<file path="src/rtl/tag_pkg.sv">
// Shared defaults and the tag type for the tag-match CAM.
package tag_pkg;

  localparam int unsigned TAG_W_DEF = 10;
  localparam int unsigned DEPTH_DEF = 8;

  typedef logic [TAG_W_DEF-1:0] tag_t;

endpackage

</file>
<file path="src/rtl/tag_match_cam_eq_compare.sv">
// W-bit equality comparator, one per CAM entry.
module eq_compare #(
  parameter int unsigned W = 10
) (
  input  logic [W-1:0] a,
  input  logic [W-1:0] b,
  output logic         eq,
  output logic         neq
);

  // Full-width compare, with both polarities brought out.
  always_comb begin
    eq  = (a == b);
    neq = ~eq;
  end

endmodule

</file>
<file path="src/rtl/tag_match_cam.sv">
// Small fully associative tag CAM: per-entry valid/tag storage, a
// one-cycle registered search with lowest-index priority, and a running
// occupancy count.
module tag_match_cam
  import tag_pkg::*;
#(
  parameter int unsigned TAG_W = TAG_W_DEF,
  parameter int unsigned DEPTH = DEPTH_DEF
) (
  input  logic                      clk,
  input  logic                      rst_n,
  input  logic                      wr_en,
  input  logic [$clog2(DEPTH)-1:0]  wr_idx,
  input  logic [TAG_W-1:0]          wr_tag,
  input  logic                      inv_en,
  input  logic [$clog2(DEPTH)-1:0]  inv_idx,
  input  logic                      flush,
  input  logic                      srch_en,
  input  logic [TAG_W-1:0]          srch_tag,
  output logic                      res_valid,
  output logic                      res_hit,
  output logic [$clog2(DEPTH)-1:0]  res_idx,
  output logic [DEPTH-1:0]          res_vec,
  output logic                      res_multi,
  output logic [$clog2(DEPTH):0]    occupancy
);

  localparam int IDX_W = $clog2(DEPTH);

  function automatic logic [IDX_W:0] popcnt(input logic [DEPTH-1:0] v);
    logic [IDX_W:0] c;
    c = '0;
    for (int unsigned i = 0; i < DEPTH; i++) begin
      c = c + {{IDX_W{1'b0}}, v[i]};
    end
    return c;
  endfunction

  logic [DEPTH-1:0] r_valid;
  logic [TAG_W-1:0] r_tag [DEPTH];
  logic [IDX_W:0]   r_occ;

  logic             r_res_valid;
  logic             r_res_hit;
  logic [IDX_W-1:0] r_res_idx;
  logic [DEPTH-1:0] r_res_vec;
  logic             r_res_multi;

  logic [DEPTH-1:0] w_valid_nxt;
  logic [DEPTH-1:0] w_eq;
  logic [DEPTH-1:0] w_neq;
  logic [DEPTH-1:0] w_match;
  logic [IDX_W-1:0] w_first;
  logic [IDX_W:0]   w_match_cnt;
  logic             w_multi;

  // Next valid vector: flush dominates; write is applied after invalidate so
  // it wins when both target the same entry.
  always_comb begin
    w_valid_nxt = r_valid;
    if (flush) begin
      w_valid_nxt = '0;
    end else begin
      if (inv_en) w_valid_nxt[inv_idx] = 1'b0;
      if (wr_en)  w_valid_nxt[wr_idx]  = 1'b1;
    end
  end

  // Valid bits and occupancy; the count tracks the post-edge valid vector.
  always_ff @(posedge clk or negedge rst_n) begin
    if (!rst_n) begin
      r_valid <= '0;
      r_occ   <= '0;
    end else begin
      r_valid <= w_valid_nxt;
      r_occ   <= popcnt(w_valid_nxt);
    end
  end

  // Tag storage, unreset: an invalid entry can never match.
  always_ff @(posedge clk) begin
    if (wr_en && !flush) r_tag[wr_idx] <= wr_tag;
  end

  // One comparator per entry against the current (pre-write) tags.
  for (genvar g = 0; g < DEPTH; g++) begin : g_cmp
    eq_compare #(.W(TAG_W)) u_eq (
      .a   (r_tag[g]),
      .b   (srch_tag),
      .eq  (w_eq[g]),
      .neq (w_neq[g])
    );
  end

  // Lane match needs the entry valid and the compare rails to agree.
  always_comb begin
    w_match = r_valid & w_eq & ~w_neq;
  end

  // Fixed-priority encoder: scan high to low so the lowest index is last written.
  always_comb begin
    w_first = '0;
    for (int unsigned i = 0; i < DEPTH; i++) begin
      if (w_match[DEPTH-1-i]) w_first = IDX_W'(DEPTH-1-i);
    end
  end

  // Multi-hit detection from the match popcount.
  always_comb begin
    w_match_cnt = popcnt(w_match);
    w_multi     = (w_match_cnt > {{IDX_W{1'b0}}, 1'b1});
  end

  // Registered search result; all fields zero when no search was issued.
  always_ff @(posedge clk or negedge rst_n) begin
    if (!rst_n) begin
      r_res_valid <= 1'b0;
      r_res_hit   <= 1'b0;
      r_res_idx   <= '0;
      r_res_vec   <= '0;
      r_res_multi <= 1'b0;
    end else begin
      r_res_valid <= srch_en;
      r_res_hit   <= srch_en & (|w_match);
      r_res_idx   <= srch_en ? w_first : '0;
      r_res_vec   <= srch_en ? w_match : '0;
      r_res_multi <= srch_en & w_multi;
    end
  end

  assign res_valid = r_res_valid;
  assign res_hit   = r_res_hit;
  assign res_idx   = r_res_idx;
  assign res_vec   = r_res_vec;
  assign res_multi = r_res_multi;
  assign occupancy = r_occ;

endmodule

</file>
<file path="config.mk">
export PLATFORM = sky130hd
export DESIGN_NAME = tag_match_cam
export DESIGN_NICKNAME = d
export VERILOG_FILES = /design/src/rtl/tag_pkg.sv /design/src/rtl/tag_match_cam_eq_compare.sv /design/src/rtl/tag_match_cam.sv
export SDC_FILE = /design/constraint.sdc
export NUM_CORES = 1
export LEC_CHECK = 0
export CELL_PAD_IN_SITES_DETAIL_PLACEMENT = 1
export CELL_PAD_IN_SITES_GLOBAL_PLACEMENT = 1
export CORE_UTILIZATION = 47
export DETAILED_ROUTE_END_ITERATION = 6
export PLACE_DENSITY = 0.78
export SYNTH_ARGS = -nofsm -noshare
export SYNTH_HDL_FRONTEND = slang
export SYNTH_SLANG_ARGS = --single-unit
</file>
<file path="constraint.sdc">
create_clock -name clk -period 4.3 [get_ports clk]
set_input_delay 0.43 -clock clk [delete_from_list [all_inputs] [get_ports clk]]
set_output_delay 0.43 -clock clk [all_outputs]
set_load 0.01 [all_outputs]
</file>
==> impl_summary.log, run 1 <==
INFO  metric outcome = finished, final reports clean
INFO  metric library_cell_with_the_largest_summed_area_after_synthesis = sky130_fd_sc_hd__edfxtp_1
INFO  metric worst-endpoint-required = 4.56 ns
INFO  metric mostFrequentLayoutCells = sky130_fd_sc_hd__xnor2_1, sky130_fd_sc_hd__edfxtp_1, sky130_fd_sc_hd__clkdlybuf4s50_1
INFO  metric maxClockFrequency = 246 MHz
INFO  metric max_slew_headroom_at_the_worst_pin = 25.9%
INFO  metric dr.pass1.iters = 4
INFO  metric syn-instance-count = 345
INFO  metric cts.clk_slew.worst_paths = 0.10 ns
INFO  metric wl_per_cell = 19.8 um
INFO  metric start_util = 48.9%
INFO  metric vdd.ir_drop.worst = 0.225 mV
INFO  metric routabilityCongestion = 0.833
INFO  metric cts-root-to-sink-buffers = 2
INFO  metric dieWidth = 103 um
INFO  metric area_growth_syn_to_layout = 19.8%
INFO  metric num-fill-cells = 965
INFO  metric synthesis.nets = 392
INFO  metric synth.ff_latch_count = 106
INFO  metric via_count = 2971
INFO  metric cp_class = input pin to flip-flop
INFO  metric clk-insertion-delay-late = 0.38 ns
INFO  metric layout.core_utilization = 58.6%
INFO  metric post-cts-setup-buffers = 0
INFO  metric clock_tree_from_tritoncts = yes
INFO  metric ys_async_sr_fraction = 24.5%
INFO  metric multiInputGateArea = 1560 um^2
INFO  metric floorplan.die_area = 10700 um^2
INFO  metric postCtsHoldBufs = 0
INFO  metric global_route_wire_length_before_repair = 16900 um
INFO  metric synth_seq_area_share = 63.2%
INFO  metric grt_setup_unrepaired = false
INFO  metric portBuffers = 49
INFO  metric antenna_cells = 0
INFO  metric maxCapViolations = 0
INFO  metric synth.distinct_cells = 29
INFO  metric htree_num_levels = 3
INFO  metric vias_per_cell = 5.26
INFO  metric timing.final.crit_share = 94.4%
INFO  metric critPathMaxFanout = 4
INFO  metric synthesis.area = 4830 um^2
INFO  metric endpoint_kind = flip-flop
INFO  metric synth_largest_type_area_fraction = 49.8%
INFO  metric core_area = 9860 um^2
INFO  metric initialDrtViolationCount = 174
INFO  metric num-nets-final = 474
INFO  metric cts_root_buffer = sky130_fd_sc_hd__clkbuf_8
INFO  metric final_common_cell = sky130_fd_sc_hd__xnor2_1
INFO  metric max_slew.worst_pin.slew = 1.11 ns
INFO  metric timing.final.max_slew_violations = 0
INFO  metric post_route_cells_drive_above_1_share = 12.7%
INFO  metric fin_hold_ws = 0.522 ns
INFO  metric grt_use_total = 22.9%
INFO  metric number_of_setup_violations_in_the_final_report = 0
INFO  metric clock_sinks = 106
INFO  metric grt_max_degree = 27
INFO  metric total_leakage_power = 2.05 nW
INFO  metric gr-total-overflow = 0
INFO  metric detailedPlacementHpwl = 8700 um
INFO  metric antenna_found_initial = 0
INFO  metric min_period = 4.06 ns
INFO  metric prevailing_post_synth_register_cell = sky130_fd_sc_hd__edfxtp_1
INFO  metric postRouteAntennaNets = 0
INFO  metric hp-class = input pin to flip-flop
INFO  metric most_area_consuming_cells_after_synthesis = sky130_fd_sc_hd__edfxtp_1, sky130_fd_sc_hd__xnor2_1, sky130_fd_sc_hd__dfrtp_1
INFO  metric clock-skew-final = 0.0119 ns
INFO  metric synth_warnings = 0
INFO  metric detailed_place.area = 5620 um^2
INFO  metric drc = 0
INFO  metric cp_data_arrival_time = 4.32 ns
INFO  metric critPathLaunchType = input pin
INFO  metric layout.cell_area.non_filler = 5780 um^2
INFO  metric final_hold_violating_endpoints = 0
INFO  metric synth_edf_count = 80
INFO  metric cts_buffer_count = 9
INFO  metric floorplan.io_pins = 50
INFO  metric syn_avg_cell_area = 14.0 um^2
INFO  metric die_h = 103 um
INFO  metric area.sequential = 3050 um^2
INFO  metric std_cell_rows = 36
INFO  metric power_density = 323 nW/um^2
INFO  metric number_of_global_route_vias_before_repair = 3097
INFO  metric post_cts_resized = 0
INFO  metric routed_wirelength = 11200 um
[worst paths after layout]
| path | startpoint | to | slack, ns | depth (start not counted) |
|---|---|---|---|---|
| min in group asynchronous | rst_n | res_idx[2] | 0.64 | 1 |
| min reg2reg | r_valid[3] | r_valid[3] | 0.60 | 2 |
| max | srch_tag[7] | res_multi | 0.24 | 18 |
| max in group asynchronous | rst_n | r_valid[6] | 2.99 | 1 |
| max reg2reg | r_tag[0][6] | res_multi | 0.53 | 16 |
| min | srch_en | res_valid | 0.52 | 1 |
[per-layer routing]
| metal | vias to the layer above | track usage (%) | wire length [um] |
|---|---|---|---|
| li1 | 1372 | - | - |
| met1 | 1500 | 29.7 | 4820 |
| met2 | 83 | 39.3 | 5750 |
| met3 | 16 | 4.17 | 468 |
| met4 | 0 | 7.15 | 186 |
| met5 | - | 0 | 0 |
[stage by stage]
| step | power, mW | cells | TNS, ns | worst slack (ns) |
|---|---|---|---|---|
| global placement | 1.34 | 549 | -0.103 | -0.103 |
| global route | 1.94 | 565 | 0 | 0.0254 |
| floorplan | 1.25 | 345 | 0 | 0.137 |
| detailed placement | 1.35 | 549 | -0.175 | -0.175 |
| CTS | 1.88 | 565 | 0 | 0.232 |
| finish | 1.87 | 565 | 0 | 0.239 |
[cells in the mapped netlist, types with 2 or more instances]
cell type,count
sky130_fd_sc_hd__or3_4,2
sky130_fd_sc_hd__a21oi_1,4
sky130_fd_sc_hd__nand3b_1,2
sky130_fd_sc_hd__nor2_1,15
sky130_fd_sc_hd__dfrtp_1,26
sky130_fd_sc_hd__nand2_1,6
sky130_fd_sc_hd__inv_1,26
sky130_fd_sc_hd__ha_1,7
sky130_fd_sc_hd__buf_6,10
sky130_fd_sc_hd__fa_1,8
sky130_fd_sc_hd__a31oi_1,7
sky130_fd_sc_hd__nand3_1,17
sky130_fd_sc_hd__nor4_1,2
sky130_fd_sc_hd__nand4_1,23
sky130_fd_sc_hd__edfxtp_1,80
sky130_fd_sc_hd__a31o_2,2
sky130_fd_sc_hd__xnor2_1,81
sky130_fd_sc_hd__o21ai_0,2
sky130_fd_sc_hd__nor3_1,12
sky130_fd_sc_hd__nor2b_1,4
[critical path, stage by stage]
cell and delay (ns):
sky130_fd_sc_hd__clkdlybuf4s50_1 0.63, sky130_fd_sc_hd__buf_4 0.21, sky130_fd_sc_hd__xnor2_1 0.12, sky130_fd_sc_hd__nand4_1 0.14, sky130_fd_sc_hd__nor3_1 0.28, sky130_fd_sc_hd__buf_4 0.18, sky130_fd_sc_hd__inv_1 0.05, sky130_fd_sc_hd__fa_1 0.44
sky130_fd_sc_hd__fa_1 0.51, sky130_fd_sc_hd__fa_1 0.41, sky130_fd_sc_hd__inv_1 0.06, sky130_fd_sc_hd__ha_1 0.16, sky130_fd_sc_hd__inv_1 0.05, sky130_fd_sc_hd__fa_1 0.35, sky130_fd_sc_hd__inv_1 0.08, sky130_fd_sc_hd__nand3_1 0.07
sky130_fd_sc_hd__o21ai_0 0.07, sky130_fd_sc_hd__a21oi_1 0.08
[where the power goes]
part           internal (mW)  total [mW]  leakage [nW]  switching, mW
clock network          0.209       0.546        0.0746          0.337
registers               1.12        1.13          1.08        0.00960
logic                 0.0892       0.191         0.894          0.102
[registers in the layout, summed over array words and instances (netlist names)]
name and count:
r_tag 80, r_valid 8, res_vec 8, occupancy 4, res_idx 3, res_hit 1, res_multi 1, res_valid 1
[cell families (layout without fill, tap and decap cells)]
family	Yosys count	in the layout	share of synthesized area, %
compound gates	16	16	2.15
simple gates	89	89	10.3
flops	106	106	63.2
buf+inv	38	125	4.51
fa+ha+maj	15	15	5.13
xor+xnor	81	81	14.7
[area by class of cell]
class	instances	area share (%)
clock buffers	11	2.27
flip-flops and latches	106	52.8
clock inverters	5	0.541
multi-input cells	201	27.0
well taps	133	2.88
repair buffers	82	12.8
inverters	27	1.75
Power figures use the tool's default switching activity.
==> inputs of run 2 (changes only) <==
--- a/config.mk
+++ b/config.mk
@@ -5,11 +5,12 @@
 export SDC_FILE = /design/constraint.sdc
 export NUM_CORES = 1
 export LEC_CHECK = 0
+export CAP_MARGIN = 15
 export CELL_PAD_IN_SITES_DETAIL_PLACEMENT = 1
 export CELL_PAD_IN_SITES_GLOBAL_PLACEMENT = 1
-export CORE_UTILIZATION = 47
+export CORE_UTILIZATION = 42
 export DETAILED_ROUTE_END_ITERATION = 6
-export PLACE_DENSITY = 0.78
+export PLACE_DENSITY = 0.73
 export SYNTH_ARGS = -nofsm -noshare
 export SYNTH_HDL_FRONTEND = slang
 export SYNTH_SLANG_ARGS = --single-unit
==> constraint.sdc (replaced) <==
create_clock -name clk -period 3.33 [get_ports clk]
set_input_delay 0.333 -clock clk [delete_from_list [all_inputs] [get_ports clk]]
set_output_delay 0.333 -clock clk [all_outputs]
set_load 0.01 [all_outputs]
==> run 2 against run 1 <==
The flow now finishes with violations (negative setup slack). Die area rose by 12%. Sequential power rose by 30%. Sequential share of layout area down 6.5 points. Total power is 55% higher. Final cell count is 7.4% higher. Via count increased by 8.3%. Worst setup slack lost 0.70 ns. Clock skew is 0.0036 ns lower. Non-clock buffer count increased by 35.
==> impl_summary.log, run 2 (synthesis gave the netlist of run 1 again) <==
INFO  metric clock_power_share = 38.4%
INFO  metric portBuffers = 49
INFO  metric vias_per_cell = 5.30
INFO  metric final_hold_violating_endpoints = 0
INFO  metric postCtsHoldBufs = 0
INFO  metric max_slew.worst_pin.slew = 0.515 ns
INFO  metric registers.top_by_ff_count = r_tag
INFO  metric clock_sinks = 106
INFO  metric drc = 0
INFO  metric number_of_setup_violations_in_the_final_report = 1
INFO  metric dr.pass1.iters = 4
INFO  metric reg2reg_setup_slack = -0.46 ns
INFO  metric routed_wirelength = 13900 um
INFO  metric timing.final.max_slew_violations = 0
INFO  metric postRouteAntennaNets = 0
INFO  metric floorplan.die_area = 11900 um^2
INFO  metric initialDrtViolationCount = 197
INFO  metric grt_max_degree = 27
INFO  metric cts.clk_slew.worst_paths = 0.08 ns
INFO  metric critical_path_buf_inv_count = 4
INFO  metric detailedPlacementHpwl = 9830 um
INFO  metric std_cell_rows = 38
INFO  metric cp_class = flip-flop to flip-flop
INFO  metric area.sequential = 3050 um^2
INFO  metric finalSetupTns = -0.463 ns
INFO  metric area_growth_syn_to_layout = 36.6%
INFO  metric cp_data_arrival_time = 4.02 ns
INFO  metric routabilityCongestion = 0.840
INFO  metric clk-insertion-delay-late = 0.35 ns
INFO  metric start_util = 43.8%
INFO  metric max_slew_headroom_at_the_worst_pin = 65.4%
INFO  metric clock_tree_from_tritoncts = yes
INFO  metric cts-root-to-sink-buffers = 2
INFO  metric core_area = 11000 um^2
INFO  metric post_route_cells_drive_above_1_share = 30.6%
INFO  metric power.switching = 0.700 mW
INFO  metric power.total = 2.90 mW
INFO  metric power_density = 440 nW/um^2
INFO  metric num-fill-cells = 1095
INFO  metric vdd.ir_drop.worst = 0.327 mV
INFO  metric critical_path.slowest_cell = sky130_fd_sc_hd__fa_1
INFO  metric wl_per_cell = 22.9 um
INFO  metric dieWidth = 109 um
INFO  metric maxClockFrequency = 264 MHz
INFO  metric die_h = 109 um
INFO  metric slowest_delay = 0.58 ns
INFO  metric critPathLaunchType = flip-flop
INFO  metric worst-endpoint-required = 3.56 ns
INFO  metric number_of_global_route_vias_before_repair = 3430
INFO  metric antenna_cells = 0
INFO  metric via_count = 3218
INFO  metric largest_register_ffs = 80
INFO  metric layout.core_utilization = 59.8%
INFO  metric endpoint_kind = flip-flop
INFO  metric multiInputGateArea = 1920 um^2
INFO  metric grt_use_total = 24.0%
INFO  metric cts_buffer_count = 9
INFO  metric seq_power_share = 50.6%
INFO  metric final_common_cell = sky130_fd_sc_hd__edfxtp_1
INFO  metric htree_num_levels = 3
INFO  metric worst_case_setup_margin_in_the_final_layout = -0.463 ns
INFO  metric hp-class = input pin to async pin
INFO  metric global_route_wire_length_before_repair = 19800 um
INFO  metric power.share.combinational = 11.0%
INFO  metric total_leakage_power = 2.51 nW
INFO  metric cts_root_buffer = sky130_fd_sc_hd__clkbuf_16
INFO  metric timing.final.crit_share = 114%
INFO  metric floorplan.io_pins = 50
INFO  metric maxCapViolations = 0
INFO  metric cellInternalPower = 2.20 mW
INFO  metric cpLargestDelayFamily = adder cells
INFO  metric outcome = finished, violations left
INFO  metric num-nets-final = 509
INFO  metric failed_checks = negative setup slack
INFO  metric critPathMaxFanout = 2
INFO  metric gr-total-overflow = 0
INFO  metric grt_setup_unrepaired = true
INFO  metric clock-skew-final = 0.00824 ns
INFO  metric crit_chain = xnor2_4, nand4_1, nor3_2, inv_1, fa_1, fa_1, fa_1, inv_2, ha_4, inv_2, fa_2, inv_2, nand3_2, o21ai_2, a21oi_2
INFO  metric power.share.switching = 24.1%
INFO  metric mostFrequentLayoutCells = sky130_fd_sc_hd__edfxtp_1, sky130_fd_sc_hd__buf_4, sky130_fd_sc_hd__xnor2_1
INFO  metric min_period = 3.79 ns
INFO  metric antenna_found_initial = 0
[run 2: cell types whose count changed in the layout (fill, tap and decap cells not counted), moves of 9 or more]
cell | previous run | this run
sky130_fd_sc_hd__clkbuf_16 | 0 | 9
sky130_fd_sc_hd__xnor2_1 | 81 | 59
sky130_fd_sc_hd__buf_4 | 33 | 60
sky130_fd_sc_hd__clkbuf_8 | 9 | 0
sky130_fd_sc_hd__dlygate4sd2_1 | 0 | 10
sky130_fd_sc_hd__clkdlybuf4s50_1 | 49 | 30
sky130_fd_sc_hd__xnor2_2 | 0 | 15
[run 2: worst reg2reg max path: cells and delay by family, from the launching register on]
| kind | cells | cell delay [ns] |
|---|---|---|
| and+or+nand+nor | 3 | 0.46 |
| adders and majority gates | 5 | 2.08 |
| xor gates and xnor gates | 1 | 0.21 |
| AOI/OAI and AO/OA | 2 | 0.13 |
| buffers and inverters | 4 | 0.32 |
| DFF | 1 | 0.47 |
[run 2: power groups by stage]
stage          clock network [mW]  logic [mW]  registers [mW]
2_1_floorplan                   0       0.138            1.49
3_3_place_gp                    0       0.271            1.49
3_5_place_dp                    0       0.282            1.50
4_1_cts                      1.13       0.290            1.47
5_1_grt                      1.17       0.339            1.47
6_report                     1.11       0.319            1.47
[run 2: path summary, 6_finish.rpt]
kind | startpoint | to | cells after the start
min in group clk | srch_en | res_valid | 1
max in group asynchronous | rst_n | r_valid[5] | 2
min reg2reg | r_valid[2] | res_vec[2] | 2
min | rst_n | res_multi | 1
max reg2reg | r_tag[0][9] | res_multi | 15
max | r_tag[0][9] | res_multi | 15
[run 2: cell type report]
cell class | instances | area share [%]
clock buffer | 9 | 3.41
tap | 140 | 2.66
inverter | 27 | 1.56
timing repair buffer | 117 | 15.7
sequential | 106 | 46.3
clock inverter | 7 | 1.25
multi-input combinational | 201 | 29.1
[run 2: metal layers]
layer  part of all wire (%)  track usage [%]  vias to the layer above
met4                    2.7             9.33                        0
li1                       -                -                     1446
met5                      0                0                        -
met2                     54             42.7                      103
met3                    4.5             5.14                       26
met1                     39             28.3                     1643
[run 2: per-stage QoR]
| step | area [um^2] | setup WS (ns) | hold slack, ns | cells |
|---|---|---|---|---|
| floorplan | 4970 | -0.111 | 0.0374 | 345 |
| global placement | 5940 | -0.776 | 0.564 | 582 |
| detailed placement | 5940 | -0.932 | 0.613 | 582 |
| CTS | 6340 | -0.467 | 0.478 | 602 |
| global route | 6600 | -0.593 | 0.290 | 607 |
| finish | 6600 | -0.463 | 0.265 | 607 |
[run 2: timing repair]
| item | CTS | global route |
|---|---|---|
| pin swaps | 16 | 23 |
| setup endpoints to repair | 3 | 3 |
| gates resized for setup | 39 | 32 |
| hold endpoints to repair | 0 | 0 |
| setup buffers | 4 | 4 |
==> inputs of run 3 (changes only) <==
--- a/config.mk
+++ b/config.mk
@@ -8,8 +8,10 @@
 export CAP_MARGIN = 15
 export CELL_PAD_IN_SITES_DETAIL_PLACEMENT = 1
 export CELL_PAD_IN_SITES_GLOBAL_PLACEMENT = 1
+export CORE_MARGIN = 4
 export CORE_UTILIZATION = 42
 export DETAILED_ROUTE_END_ITERATION = 6
+export GPL_ROUTABILITY_DRIVEN = 0
 export PLACE_DENSITY = 0.73
 export SYNTH_ARGS = -nofsm -noshare
 export SYNTH_HDL_FRONTEND = slang
==> run 3 against run 2 <==
The run still ends with negative setup slack left. First-iteration DRC count grew 17%. Register-to-register slack improved by 0.20 ns. Flip-flop and latch count did not move. Critical path type is now input pin to flip-flop. Largest power group unchanged.
==> impl_summary.log, run 3 (synthesis gave the netlist of run 1 again) <==
INFO  metric outcome = finished, violations left
INFO  metric cts.clk_slew.worst_paths = 0.08 ns
INFO  metric maxCapViolations = 0
INFO  metric timing.final.crit_share = 112%
INFO  metric cp_data_arrival_time = 3.93 ns
INFO  metric grt_use_total = 21.4%
INFO  metric largest_register_ffs = 80
INFO  metric std_cell_rows = 38
INFO  metric wl_per_cell = 21.9 um
INFO  metric number_of_setup_violations_in_the_final_report = 1
INFO  metric registers.top_by_ff_count = r_tag
INFO  metric power_density = 468 nW/um^2
INFO  metric htree_num_levels = 3
INFO  metric critPathLaunchType = input pin
INFO  metric total_leakage_power = 2.51 nW
INFO  metric routed_wirelength = 13300 um
INFO  metric pre_cts_slack = -0.901 ns
INFO  metric postRouteAntennaNets = 0
INFO  metric cp_class = input pin to flip-flop
INFO  metric cts_buffer_count = 9
INFO  metric number_of_global_route_vias_before_repair = 3564
INFO  metric cts_root_buffer = sky130_fd_sc_hd__clkbuf_16
INFO  metric drc = 0
INFO  metric cpLargestDelayFamily = adder cells
INFO  metric critical_path.slowest_cell = sky130_fd_sc_hd__fa_1
INFO  metric fin_hold_ws = 0.247 ns
INFO  metric crit_chain = clkdlybuf4s50_1, buf_4, xnor2_2, nand4_1, nor3_4, inv_2, fa_1, fa_1, fa_1, inv_1, ha_2, inv_2, fa_2, inv_2, nand3_1, o21ai_1, a21oi_1
INFO  metric initialDrtViolationCount = 230
INFO  metric num-nets-final = 509
INFO  metric critPathMaxFanout = 4
INFO  metric global_route_wire_length_before_repair = 20500 um
INFO  metric gr-total-overflow = 0
INFO  metric power.total = 3.07 mW
INFO  metric portBuffers = 49
INFO  metric floorplan.io_pins = 50
INFO  metric maxClockFrequency = 269 MHz
INFO  metric vdd.ir_drop.worst = 0.266 mV
INFO  metric worst_case_setup_margin_in_the_final_layout = -0.385 ns
INFO  metric post_route_cells_drive_above_1_share = 29.8%
INFO  metric detailedPlacementHpwl = 9700 um
INFO  metric vias_per_cell = 5.31
INFO  metric clock-skew-final = 0.00967 ns
INFO  metric dieWidth = 115 um
INFO  metric cts-root-to-sink-buffers = 2
INFO  metric core_area = 11000 um^2
INFO  metric slowest_delay = 0.57 ns
INFO  metric antenna_cells = 0
INFO  metric worst-endpoint-required = 3.55 ns
INFO  metric clock_tree_from_tritoncts = yes
INFO  metric detailed_place.area = 5950 um^2
INFO  metric start_util = 43.8%
INFO  metric antenna_found_initial = 0
INFO  metric multiInputGateArea = 1840 um^2
INFO  metric min_period = 3.71 ns
INFO  metric floorplan.die_area = 13300 um^2
INFO  metric placed_cells_incl_taps = 583
INFO  metric clock_sinks = 106
INFO  metric final_common_cell = sky130_fd_sc_hd__edfxtp_1
INFO  metric area_growth_syn_to_layout = 35.6%
INFO  metric mostFrequentLayoutCells = sky130_fd_sc_hd__edfxtp_1, sky130_fd_sc_hd__buf_4, sky130_fd_sc_hd__xnor2_1
INFO  metric failed_checks = negative setup slack
INFO  metric final_hold_violating_endpoints = 0
INFO  metric critical_path_buf_inv_count = 6
INFO  metric endpoint_kind = flip-flop
INFO  metric dr.pass1.iters = 5
INFO  metric max_slew_headroom_at_the_worst_pin = 66.3%
INFO  metric area.sequential = 3050 um^2
INFO  metric grt_max_degree = 27
INFO  metric max_slew.worst_pin.slew = 0.502 ns
INFO  metric hp-class = input pin to async pin
INFO  metric grt_setup_unrepaired = true
INFO  metric post_layout_nonfiller_instances = 607
INFO  metric num-fill-cells = 1077
INFO  metric via_count = 3221
INFO  metric postCtsHoldBufs = 0
INFO  metric clk-insertion-delay-late = 0.35 ns
INFO  metric timing.final.max_slew_violations = 0
INFO  metric die_h = 115 um
INFO  metric layout.cell_area.non_filler = 6550 um^2
-- run 3: cell types whose count changed in the layout (fill, tap and decap cells not counted), moves of 3 or more --
cell and change:
sky130_fd_sc_hd__xnor2_4 -5, sky130_fd_sc_hd__clkdlybuf4s50_1 +5, sky130_fd_sc_hd__xnor2_2 +3, sky130_fd_sc_hd__bufinv_16 +3
sky130_fd_sc_hd__dlymetal6s2s_1 -5, sky130_fd_sc_hd__inv_6 -3
-- run 3: power by group --
| part | switching [mW] | leakage [nW] | internal (mW) |
|---|---|---|---|
| combinational | 0.156 | 1.25 | 0.147 |
| sequential | 0.0153 | 1.08 | 1.45 |
| clock | 0.484 | 0.177 | 0.811 |
| total | 0.655 | 2.51 | 2.41 |
-- run 3: final cells by class --
type | count | area share (%)
clock inverters | 7 | 2.16
well taps | 140 | 2.68
clock buffers | 9 | 3.44
inverters | 27 | 1.57
multi-input cells | 201 | 28.1
repair buffers | 117 | 15.5
flip-flops and latches | 106 | 46.6
-- run 3: repair_timing --
item	CTS	global route
setup endpoints to repair	3	3
pin swaps	16	9
buffers inserted	6	1
resized for setup	55	3
-- run 3: worst paths after layout --
path	start	end	slack (ns)	cells past startpoint
setup / recovery	srch_tag[6]	res_multi	-0.38	17
hold / removal	rst_n	res_vec[5]	0.25	1
max in group asynchronous	rst_n	res_vec[2]	2.61	2
hold reg to reg	r_valid[7]	r_valid[7]	0.60	2
setup reg to reg	r_tag[1][9]	res_multi	-0.26	14
min in group clk	srch_en	res_valid	0.46	1
-- run 3: per-stage QoR --
stage               TNS (ns)  util, %
CTS                   -0.367     59.0
global route          -0.506     59.4
floorplan             -0.301        -
finish                -0.385     59.4
global placement       -2.10     53.9
detailed placement     -2.52     53.9
-- run 3: routing by layer --
| layer | global-route usage [%] | routed length [um] | share of wire (%) |
|---|---|---|---|
| met5 | 0 | 0 | 0 |
| met1 | 27.2 | 5290 | 40 |
| met4 | 8.29 | 321 | 2.4 |
| met2 | 36.0 | 6950 | 52 |
| met3 | 4.42 | 731 | 5.5 |
